===== src/rtl/muldiv_pkg.sv =====
// muldiv_pkg: shared op/state encodings and op classification helpers for the RV32M sequencer
package muldiv_pkg;

    typedef enum logic [2:0] {
        OP_MUL    = 3'd0,
        OP_MULH   = 3'd1,
        OP_MULHSU = 3'd2,
        OP_MULHU  = 3'd3,
        OP_DIV    = 3'd4,
        OP_DIVU   = 3'd5,
        OP_REM    = 3'd6,
        OP_REMU   = 3'd7
    } muldiv_op_e;

    typedef enum logic [1:0] {
        IDLE,
        CALC,
        FIX
    } muldiv_state_e;

    function automatic logic is_div(input muldiv_op_e op);
        return op inside {OP_DIV, OP_DIVU, OP_REM, OP_REMU};
    endfunction

    function automatic logic is_rem(input muldiv_op_e op);
        return op inside {OP_REM, OP_REMU};
    endfunction

    function automatic logic is_signed_a(input muldiv_op_e op);
        return op inside {OP_MUL, OP_MULH, OP_MULHSU, OP_DIV, OP_REM};
    endfunction

    function automatic logic is_signed_b(input muldiv_op_e op);
        return op inside {OP_MUL, OP_MULH, OP_DIV, OP_REM};
    endfunction

endpackage


===== src/rtl/muldiv_if.sv =====
// muldiv_if: request/result bundle between the EX stage and the multiply/divide sequencer
interface muldiv_if #(
    parameter int DATA_WIDTH = 32,
    parameter int OP_WIDTH   = 3
);
    logic                  start;
    logic [OP_WIDTH-1:0]   op;
    logic [DATA_WIDTH-1:0] SrcA;
    logic [DATA_WIDTH-1:0] SrcB;
    logic                  flush;
    logic                  busy;
    logic                  done;
    logic [DATA_WIDTH-1:0] MulDivResult;

    modport master (
        output start, op, SrcA, SrcB, flush,
        input  busy, done, MulDivResult
    );

    modport slave (
        input  start, op, SrcA, SrcB, flush,
        output busy, done, MulDivResult
    );
endinterface


===== src/rtl/muldiv_step.sv =====
// muldiv_step: one radix-2 iteration, shift-add multiply or restoring divide on {hi, lo} accumulator
module muldiv_step #(
    parameter int W = 32
) (
    input  logic [2*W-1:0] acc_i,
    input  logic [W-1:0]   operand_i,
    input  logic           div_i,
    output logic [2*W-1:0] acc_o
);
    logic [W:0]   sum;
    logic [W:0]   shl;
    logic [W-1:0] rem_n;
    logic         ge;

    // Multiply adds into the high half and shifts right; divide shifts left and trial-subtracts.
    always_comb begin
        sum   = {1'b0, acc_i[2*W-1:W]} + {1'b0, {W{acc_i[0]}} & operand_i};
        shl   = acc_i[2*W-1:W-1];
        ge    = shl >= {1'b0, operand_i};
        rem_n = shl[W-1:0] - operand_i;
        acc_o = div_i ? (ge ? {rem_n, acc_i[W-2:0], 1'b1} : {shl[W-1:0], acc_i[W-2:0], 1'b0})
                      : {sum, acc_i[W-1:1]};
    end
endmodule


===== src/rtl/muldiv_seq.sv =====
// muldiv_seq: iterative RV32M multiply/divide sequencer with fast path, flush and sign fixup
module muldiv_seq
    import muldiv_pkg::*;
#(
    parameter int DATA_WIDTH = 32,
    parameter int OP_WIDTH   = 3
) (
    input  logic    clk,
    input  logic    reset,
    muldiv_if.slave bus
);
    localparam int W  = DATA_WIDTH;
    localparam int CW = $clog2(W);

    muldiv_state_e       state_q, state_d;
    logic [CW-1:0]       cnt_q, cnt_d;
    muldiv_op_e          op_q, op_d, op_in;
    logic [OP_WIDTH-1:0] op_raw;
    logic                sa_q, sa_d, sb_q, sb_d, done_q, done_d;
    logic                sgn_a, sgn_b, div_zero, ovf, fast;
    logic [2*W-1:0]      acc_q, acc_d, acc_step, prod;
    logic [W-1:0]        opnd_q, opnd_d, res_q, res_d;
    logic [W-1:0]        mag_a, mag_b, fast_res, quo, rem, fix_res;

    assign op_raw   = bus.op;
    assign op_in    = muldiv_op_e'(op_raw);
    assign sgn_a    = is_signed_a(op_in) & bus.SrcA[W-1];
    assign sgn_b    = is_signed_b(op_in) & bus.SrcB[W-1];
    assign mag_a    = sgn_a ? -bus.SrcA : bus.SrcA;
    assign mag_b    = sgn_b ? -bus.SrcB : bus.SrcB;
    assign div_zero = is_div(op_in) && bus.SrcB == '0;
    assign ovf      = (op_in == OP_DIV || op_in == OP_REM) && bus.SrcA == {1'b1, {(W-1){1'b0}}} && &bus.SrcB;
    assign fast     = div_zero | ovf;
    assign fast_res = div_zero ? (is_rem(op_in) ? bus.SrcA : '1) : (is_rem(op_in) ? '0 : bus.SrcA);

    muldiv_step #(.W(W)) u_step (
        .acc_i    (acc_q),
        .operand_i(opnd_q),
        .div_i    (is_div(op_q)),
        .acc_o    (acc_step)
    );

    // Magnitudes were computed unsigned, so signs are restored only at the end.
    assign prod    = (sa_q ^ sb_q) ? -acc_q : acc_q;
    assign quo     = (sa_q ^ sb_q) ? -acc_q[W-1:0] : acc_q[W-1:0];
    assign rem     = sa_q ? -acc_q[2*W-1:W] : acc_q[2*W-1:W];
    assign fix_res = is_div(op_q) ? (is_rem(op_q) ? rem : quo)
                                  : (op_q == OP_MUL ? prod[W-1:0] : prod[2*W-1:W]);

    assign bus.busy         = state_q != IDLE;
    assign bus.done         = done_q;
    assign bus.MulDivResult = res_q;

    // State and datapath registers; reset clears everything immediately.
    always_ff @(posedge clk or posedge reset) begin
        if (reset) begin
            state_q <= IDLE;
            cnt_q   <= '0;
            op_q    <= OP_MUL;
            sa_q    <= 1'b0;
            sb_q    <= 1'b0;
            acc_q   <= '0;
            opnd_q  <= '0;
            res_q   <= '0;
            done_q  <= 1'b0;
        end else begin
            state_q <= state_d;
            cnt_q   <= cnt_d;
            op_q    <= op_d;
            sa_q    <= sa_d;
            sb_q    <= sb_d;
            acc_q   <= acc_d;
            opnd_q  <= opnd_d;
            res_q   <= res_d;
            done_q  <= done_d;
        end
    end

    // Next state: capture in IDLE, iterate in CALC, fix up in FIX; flush wins everywhere.
    always_comb begin
        state_d = state_q;
        cnt_d   = cnt_q;
        op_d    = op_q;
        sa_d    = sa_q;
        sb_d    = sb_q;
        acc_d   = acc_q;
        opnd_d  = opnd_q;
        res_d   = res_q;
        done_d  = 1'b0;
        if (bus.flush) begin
            state_d = IDLE;
        end else begin
            case (state_q)
                IDLE: if (bus.start) begin
                    op_d   = op_in;
                    sa_d   = sgn_a;
                    sb_d   = sgn_b;
                    acc_d  = {{W{1'b0}}, mag_a};
                    opnd_d = mag_b;
                    cnt_d  = '0;
                    if (fast) begin
                        res_d  = fast_res;
                        done_d = 1'b1;
                    end else begin
                        state_d = CALC;
                    end
                end
                CALC: begin
                    acc_d = acc_step;
                    cnt_d = cnt_q + CW'(1);
                    if (cnt_q == CW'(W - 1)) state_d = FIX;
                end
                FIX: begin
                    res_d   = fix_res;
                    done_d  = 1'b1;
                    state_d = IDLE;
                end
                default: state_d = IDLE;
            endcase
        end
    end
endmodule


===== src/flat_wrapper.sv =====
// flat-port wrapper written by rule: the top's interface ports become plain ports
module muldiv_seq_flat import muldiv_pkg::*;
#(
    parameter int DATA_WIDTH = 32,
    parameter int OP_WIDTH   = 3
)
  (clk, reset, bus_start, bus_op, bus_SrcA, bus_SrcB, bus_flush, bus_busy, bus_done, bus_MulDivResult);
  muldiv_if #(.DATA_WIDTH(DATA_WIDTH), .OP_WIDTH(OP_WIDTH)) bus_i ();
  input  logic clk;
  input  logic reset;
  input wire logic [$bits(bus_i.start)-1:0] bus_start;
  input wire logic [$bits(bus_i.op)-1:0] bus_op;
  input wire logic [$bits(bus_i.SrcA)-1:0] bus_SrcA;
  input wire logic [$bits(bus_i.SrcB)-1:0] bus_SrcB;
  input wire logic [$bits(bus_i.flush)-1:0] bus_flush;
  output wire logic [$bits(bus_i.busy)-1:0] bus_busy;
  output wire logic [$bits(bus_i.done)-1:0] bus_done;
  output wire logic [$bits(bus_i.MulDivResult)-1:0] bus_MulDivResult;
  assign bus_i.start = bus_start;
  assign bus_i.op = bus_op;
  assign bus_i.SrcA = bus_SrcA;
  assign bus_i.SrcB = bus_SrcB;
  assign bus_i.flush = bus_flush;
  assign bus_busy = bus_i.busy;
  assign bus_done = bus_i.done;
  assign bus_MulDivResult = bus_i.MulDivResult;
  muldiv_seq #(.DATA_WIDTH(DATA_WIDTH), .OP_WIDTH(OP_WIDTH)) u_core (.clk(clk), .reset(reset), .bus(bus_i));
endmodule

===== config.mk =====
export PLATFORM = sky130hd
export DESIGN_NAME = muldiv_seq_flat
export DESIGN_NICKNAME = d
export VERILOG_FILES = /design/src/rtl/muldiv_pkg.sv /design/src/rtl/muldiv_if.sv /design/src/rtl/muldiv_step.sv /design/src/rtl/muldiv_seq.sv /design/src/flat_wrapper.sv
export SDC_FILE = /design/constraint.sdc
export NUM_CORES = 1
export LEC_CHECK = 0
export ABC_CLOCK_PERIOD_IN_PS = 8100
export BUFFER_PORTS_ARGS = -buffer_cell sky130_fd_sc_hd__buf_2
export CAP_MARGIN = 40
export CORE_MARGIN = 4
export CORE_UTILIZATION = 40
export CTS_BUF_LIST = sky130_fd_sc_hd__clkbuf_4 sky130_fd_sc_hd__clkbuf_8
export DETAILED_ROUTE_END_ITERATION = 10
export HOLD_SLACK_MARGIN = 0.12
export SYNTH_ARGS = -nofsm -noshare
export SYNTH_HDL_FRONTEND = slang
export SYNTH_HIERARCHICAL = 1
export SYNTH_SLANG_ARGS = --single-unit

===== constraint.sdc =====
create_clock -name clk -period 8.1 [get_ports clk]
set_input_delay 0.405 -clock clk [delete_from_list [all_inputs] [get_ports clk]]
set_output_delay 0.405 -clock clk [all_outputs]
set_load 0.01 [all_outputs]

# After elaboration in Yosys (flattened, before gate mapping)
# Cells that the tools add are included.
[word_totals]
inputBits = 71
register_bits = 141
output_inout_bits = 34
word_cells = 94
[classes]
eq_ne = 19
n_bitwise = 6
n_reduce_logical = 22
n_lt_le_gt_ge = 1
addsub = 8
muxes = 29
[ops]
columns = ["cell", "n"]
rows = [
  ["$mux 32", 12],
  ["$mux 64", 4],
  ["$neg 32->32", 4],
  ["$pmux 64 s2", 1],
  ["$neg 64->64", 1],
  ["$pmux 32 s2", 1],
  ["$add 32x32->33", 1],
  ["$ge 33x32->1", 1],
  ["$and 32x32->32", 1],
  ["$eq 32x32->1 const B", 1],
  ["$logic_not 32->1", 1],
  ["$reduce_and 32->1", 1],
  ["$sub 32x32->32", 1],
  ["$eq 3x3->1 const B", 8],
  ["$reduce_bool 4->1", 3],
  ["$pmux 5 s2", 1],
  ["$reduce_bool 2->1", 5],
  ["$reduce_and 3->1", 3],
  ["$mux 2", 4],
  ["$logic_not 3->1", 2],
  ["$ne 3x3->1 const B", 2],
  ["$add 5x1->5 const B", 1],
  ["$eq 5x5->1 const B", 1],
  ["$mux 5", 1],
  ["19 further kinds", 24],
]

# Longest topological paths before layout
[depth]
ltp_word = 9
depth_mapped = 15
mapped_depth_nobuf = 14

# Cells and area by module
# The synthesis kept the hierarchy.
[by_module_without_submodules]
columns = ["module", "area_each_um2", "cells_each", "seq_area_each_um2", "instances"]
rows = [
  ["muldiv_seq", 10083.4, 1233, 3528.4, 1],
  ["muldiv_step", 4698.3, 671, 0.0, 1],
]

# Worst setup path after synthesis
# OpenSTA, ideal clock, no wires.
[synth_timing]
path_type = "reg2reg"
from = "reg u_core.acc_q[0]"
to = "reg u_core.acc_q[59]"
synth_period_minus_slack_ps = 3571
t_arrival_ps = 3450
n_path_buf = 1
required_ps = 7979
path_slack_ps = 4529
setup_ps = 121
stages_incl_launch_ff = 15
path_cell_list = "dfrtp_1 > clkbuf_1 > and2_1 > ha_1 > fa_1 > a21o_1 > a211oi_2 > and4bb_1 > o211ai_2 > a211oi_2 > o211ai_2 > or4b_1 > and4_1 > a221o_1 > a22o_1"
[synth_between]
elab_chain_cells = 4
[synth_rtl]
columns = ["item", "line", "text"]
rows = [
  ["start, declared", "muldiv_seq.sv:21", "logic [2*W-1:0] acc_q, acc_d, acc_step, prod;"],
  ["start signal, assigned", "muldiv_seq.sv:62", "acc_q <= '0;"],
  ["start signal, assigned", "muldiv_seq.sv:72", "acc_q <= acc_d;"],
  ["$and 32x32->32", "muldiv_step.sv:17", "sum = {1'b0, acc_i[2*W-1:W]} + {1'b0, {W{acc_i[0]}} & operand_i};"],
  ["$add 32x32->33", "muldiv_step.sv:17", ""],
  ["$mux 64", "muldiv_step.sv:21", "acc_o = div_i ? (ge ? {rem_n, acc_i[W-2:0], 1'b1} : {shl[W-1:0], acc_i[W-2:0], 1'b0})"],
  ["named net u_core.acc_step[59]", "muldiv_seq.sv:21", ""],
  ["$pmux 64 s2", "muldiv_seq.sv:93", "case (state_q)"],
]
# The timed path passes the listed nets, and every way through them passes these cells.
# A chain may end at the register's enable or synchronous reset.

# Worst setup path after layout
# Same ends and word-level chain as after synthesis.

==> run_results.csv <==
group,metric,value,unit
status,status,"finished, final reports clean",
worst_setup_path,worst_setup_path_start_kind,"flip-flop",
die,fp.dieH,200,um
pwr,power_density,382,mW/mm^2
finish,fillers,3751,
die,coreArea,0.0365,sq mm
route,route.vias.total,15464,
placed_design,dp_hpwl,40700,um
placed_design,dp.cells,2389,
clocking,cts_made_buffers,17,
clocking,path_clk_slew,90,ps
synth,synth_seq_cells,141,
grt,gr-usage-met1,0.377,
synth,ys_types,86,
synth,avgSynthCellArea,7.76,sq um
pwr,p_sw,3.28,mW
grt,grt_pass1_vias,14495,
synth,synth_top_family_by_area,"compound AO/OA/AOI/OAI gates",
flow_run,drv_cap,0,
min_path,min_from,"bus_op[0]",
sta,holdWs,162,ps
pwr,p_leak,7.01,nW
route,drc,0,
sta,worstMarginPinSlew,865,ps
grt,grt_pass1_wl,84700,um
worst_setup_path,critPathKind,"reg2reg",
worst_setup_path,path_cells,"buf_8 > and2_1 > ha_1 > fa_1 > a21o_1 > a211oi_2 > and4bb_1 > o211ai_2 > a211oi_2 > o211ai_2 > or4b_1 > and4_1 > a221o_1 > a22o_1",
sta,slew-limit-headroom,0.418,
route,ant_nets,0,
pwr,p_sw_frac,0.529,
min_path,hold_path_end,"u_core/op_q[0]$_DFFE_PP0P_",
route,wl_per_cell,22.7,um
synth,synthSimpleGateAreaFrac,0.204,
sta,final-setup-viol-count,0,
worst_setup_path,critPathArrivalTime,4560,ps
worst_setup_path,required,8490,ps
finish,fin_nets,2085,
min_path,hp-class,"in2reg",
clocking,insertion_delay,510,ps
synth,synth-xor-area-share,0.102,
pwr,peakVddDrop,0.000176,V
die,dieArea,0.0401,sq mm
clocking,cts_root_buffer,"clkbuf_8",
worst_setup_path,slowest_delay,600,ps
finish,drive_above_1_share,0.131,
sta,period_share,0.516,
clocking,cts_setup_buffers,0,
clocking,clockBufferDepth,2,
finish,final_cells,2423,
synth,yosysWarnings,6,
grt,grt_max_degree,74,
grt,grt.met3_usage,0.0502,
clocking,cts_tree,"done",
finish,postLayoutCellArea,0.0162,sq mm
worst_setup_path,cp_slowest_cell,"dfrtp_1",
worst_setup_path,critPathMaxFanout,25,
synth,async_reset_ff_frac,1.00,
pwr,pwr-share-comb,0.666,
sta,fmax,239,MHz
route,drtIter0Drc,1640,
grt,grt_usage,0.263,
placed_design,place_congestion,0.976,
clocking,clock-sinks,141,
worst_setup_path,r2r_end,"u_core/acc_q[59]$_DFFE_PP0P_",
worst_setup_path,ff2ff_setup_slack,3920,ps
sta,fin_skew,19.4,ps
synth,synthMuxAreaShare,0.0488,
finish,area_delta_synth_final,9.80,%
sta,setup_tns,0,ps
grt,overflow,0,
worst_setup_path,crit-reg2reg-launch,"u_core/acc_q[0]$_DFFE_PP0P_",
route,wl,55000,um
synth,synthFlopType,"dfrtp_1",
worst_setup_path,setup.worst_path.end_class,"flip-flop",
sta,min_period,4180,ps
sta,hold_violations,0,
route,drtPass1Iterations,6,
pwr,p_clk_frac,0.104,
synth,synth_edf_count,0,
die,die-width,200,um
worst_setup_path,worstRegToRegCells,14,
placed_design,place_area,0.0158,sq mm
die,placementRows,70,
pwr,intPower,2.92,mW
clocking,htreeDepth,4,
synth,synth_compound_gate_area_share,0.292,
placed_design,portBuffers,104,
grt,busiest_layer,"met2",
grt,grt_util_met2,0.394,
die,ios,105,
synth,synth_area,0.0148,sq mm
sta,rsz0062_at_grt,"no",
min_path,hold_depth,3,
synth,netlist_instances,1904,
synth,synth_nets,2048,
synth,synth-adder-area-share,0.0628,
route,via_per_inst,6.38,
sta,drv_slew,0,
synth,yosysSeqAreaShare,0.239,
die,start_util,0.405,
pwr,seq_power_share,0.230,
grt,antenna_found_initial,0,
[registers in the layout (all words and copies together), names as in the netlist]
register                 flops
u_core/state_q               2
u_core/acc_q                64
u_core/sa_q                  1
u_core/bus.MulDivResult     32
u_core/cnt_q                 5
u_core/op_q                  3
u_core/opnd_q               32
u_core/sb_q                  1
u_core/bus.done              1
[critical path: cells and delay by family, from the launching register on]
kind            cells  cell delay (ps)
fa+ha+maj           2              660
compound gates      7             1480
buf+inv             1              270
simple gates        4             1050
flops               1              600
[cell families after synthesis]
group                    count (synthesis)
adder cells (fa/ha/maj)                 73
AND/OR/NAND/NOR                        598
flip-flops                             141
multiplexers                            68
buffers and inverters                  200
AO/OA/AOI/OAI                          652
XOR/XNOR                               172
[per-layer routing]
layer	vias up	wire (um)
met3	112	4780
met4	0	1890
li1	7134	-
met5	-	0
met2	755	23500
met1	7463	24900
[synth_stat cells (5+ instances only)]
| master | number | share of area |
|---|---|---|
| o21bai_1 | 10 | 0.0051 |
| a41oi_1 | 5 | 0.0030 |
| xnor2_1 | 103 | 0.061 |
| a21o_1 | 44 | 0.022 |
| or2_2 | 12 | 0.0051 |
| nor2b_1 | 8 | 0.0034 |
| buf_1 | 5 | 0.0013 |
| mux2_2 | 33 | 0.025 |
| o21a_1 | 16 | 0.0081 |
| a21oi_1 | 135 | 0.046 |
| o31ai_1 | 26 | 0.013 |
| dfrtp_1 | 141 | 0.24 |
| nand4b_1 | 6 | 0.0036 |
| o22ai_1 | 31 | 0.013 |
| nor3_1 | 44 | 0.015 |
| nand2_1 | 165 | 0.042 |
| nand4_1 | 25 | 0.011 |
| o311ai_0 | 6 | 0.0036 |
| nand3_1 | 41 | 0.014 |
| nor4_1 | 25 | 0.011 |
| and3_1 | 13 | 0.0055 |
| ha_1 | 71 | 0.060 |
| a22o_1 | 37 | 0.022 |
| a31oi_1 | 33 | 0.014 |
| o221ai_1 | 14 | 0.0083 |
| clkbuf_1 | 111 | 0.028 |
| or4_1 | 13 | 0.0066 |
| a211oi_1 | 22 | 0.011 |
| or3_1 | 26 | 0.011 |
| nand2b_1 | 13 | 0.0055 |
| xor2_1 | 69 | 0.041 |
| mux2i_1 | 35 | 0.024 |
| inv_1 | 78 | 0.020 |
| a221oi_1 | 15 | 0.0089 |
| a31o_2 | 6 | 0.0036 |
| o211ai_1 | 10 | 0.0051 |
| a221o_1 | 6 | 0.0041 |
| o21ai_0 | 163 | 0.055 |
| nor2_1 | 134 | 0.034 |
| o41ai_1 | 16 | 0.0095 |
| and2_1 | 43 | 0.018 |
[cells in the final DEF, fill, tap and decap left out, types with 8 or more instances in the layout]
cell type / synthesis / layout
nand2_1: 165 / 164
o21ai_0: 163 / 163
dfrtp_1: 141 / 140
a21oi_1: 135 / 135
nor2_1: 134 / 132
buf_2: 3 / 106
xnor2_1: 103 / 102
inv_1: 78 / 77
ha_1: 71 / 71
xor2_1: 69 / 68
a21o_1: 44 / 44
nor3_1: 44 / 43
and2_1: 43 / 43
nand3_1: 41 / 41
a22o_1: 37 / 37
mux2i_1: 35 / 35
mux2_2: 33 / 33
a31oi_1: 33 / 32
o22ai_1: 31 / 31
or3_1: 26 / 26
o31ai_1: 26 / 26
buf_4: 2 / 26
nor4_1: 25 / 25
nand4_1: 25 / 25
a211oi_1: 22 / 22
clkbuf_8: 0 / 19
o21a_1: 16 / 16
o41ai_1: 16 / 16
a221oi_1: 15 / 15
o221ai_1: 14 / 14
or4_1: 13 / 13
nand2b_1: 13 / 13
and3_1: 13 / 13
or2_2: 12 / 12
o21bai_1: 10 / 10
o211ai_1: 10 / 10
nor2b_1: 8 / 8
[power by group through the flow]
stage / Sequential (mW) / Combinational (mW) / Clock, mW
CTS: 1.41 / 4.02 / 0.659
detailed placement: 1.42 / 4.00 / 0
global placement: 1.42 / 3.93 / 0
floorplan: 1.10 / 3.22 / 0
global route: 1.45 / 4.50 / 0.688
finish: 1.42 / 4.13 / 0.643
[how the worst max path moves through the flow]
stage / from / endpoint / slack, ps / depth (start not counted)
finish: u_core/acc_q[0]$_DFFE_PP0P_ / u_core/acc_q[59]$_DFFE_PP0P_ / 3920 / 14
global route: u_core/acc_q[37]$_DFFE_PP0P_ / u_core/acc_q[60]$_DFFE_PP0P_ / 3680 / 11
detailed placement: u_core/acc_q[0]$_DFFE_PP0P_ / u_core/acc_q[59]$_DFFE_PP0P_ / 4010 / 14
global placement: u_core/acc_q[0]$_DFFE_PP0P_ / u_core/acc_q[62]$_DFFE_PP0P_ / 3880 / 12
floorplan: reset / u_core/acc_q[0]$_DFFE_PP0P_ / 3910 / 1
CTS: u_core/acc_q[0]$_DFFE_PP0P_ / u_core/acc_q[59]$_DFFE_PP0P_ / 3980 / 14
[through the flow]
stage,utilization,power (mW),setup slack (ps)
floorplan,-,4.33,3910
global placement,0.429,5.35,3880
detailed placement,0.432,5.42,4010
CTS,0.444,6.09,3980
global route,0.444,6.63,3680
finish,0.444,6.20,3920
[layout make-up]
class                      count  area (sq um)  share of cell area
tap                          468           586              0.0361
antenna                        1          2.50            0.000154
multi-input combinational   1563         10500               0.649
clock inverter                10           139             0.00856
sequential                   141          3530               0.217
timing repair buffer         140           855              0.0527
inverter                      78           298              0.0183
clock buffer                  22           284              0.0175
[timing repair]
item,in CTS,in global routing
endpoints found under the hold margin,72,0
hold buffers,1,0
resized for setup,0,0
Note: power is estimated with default switching activity, not from simulation.
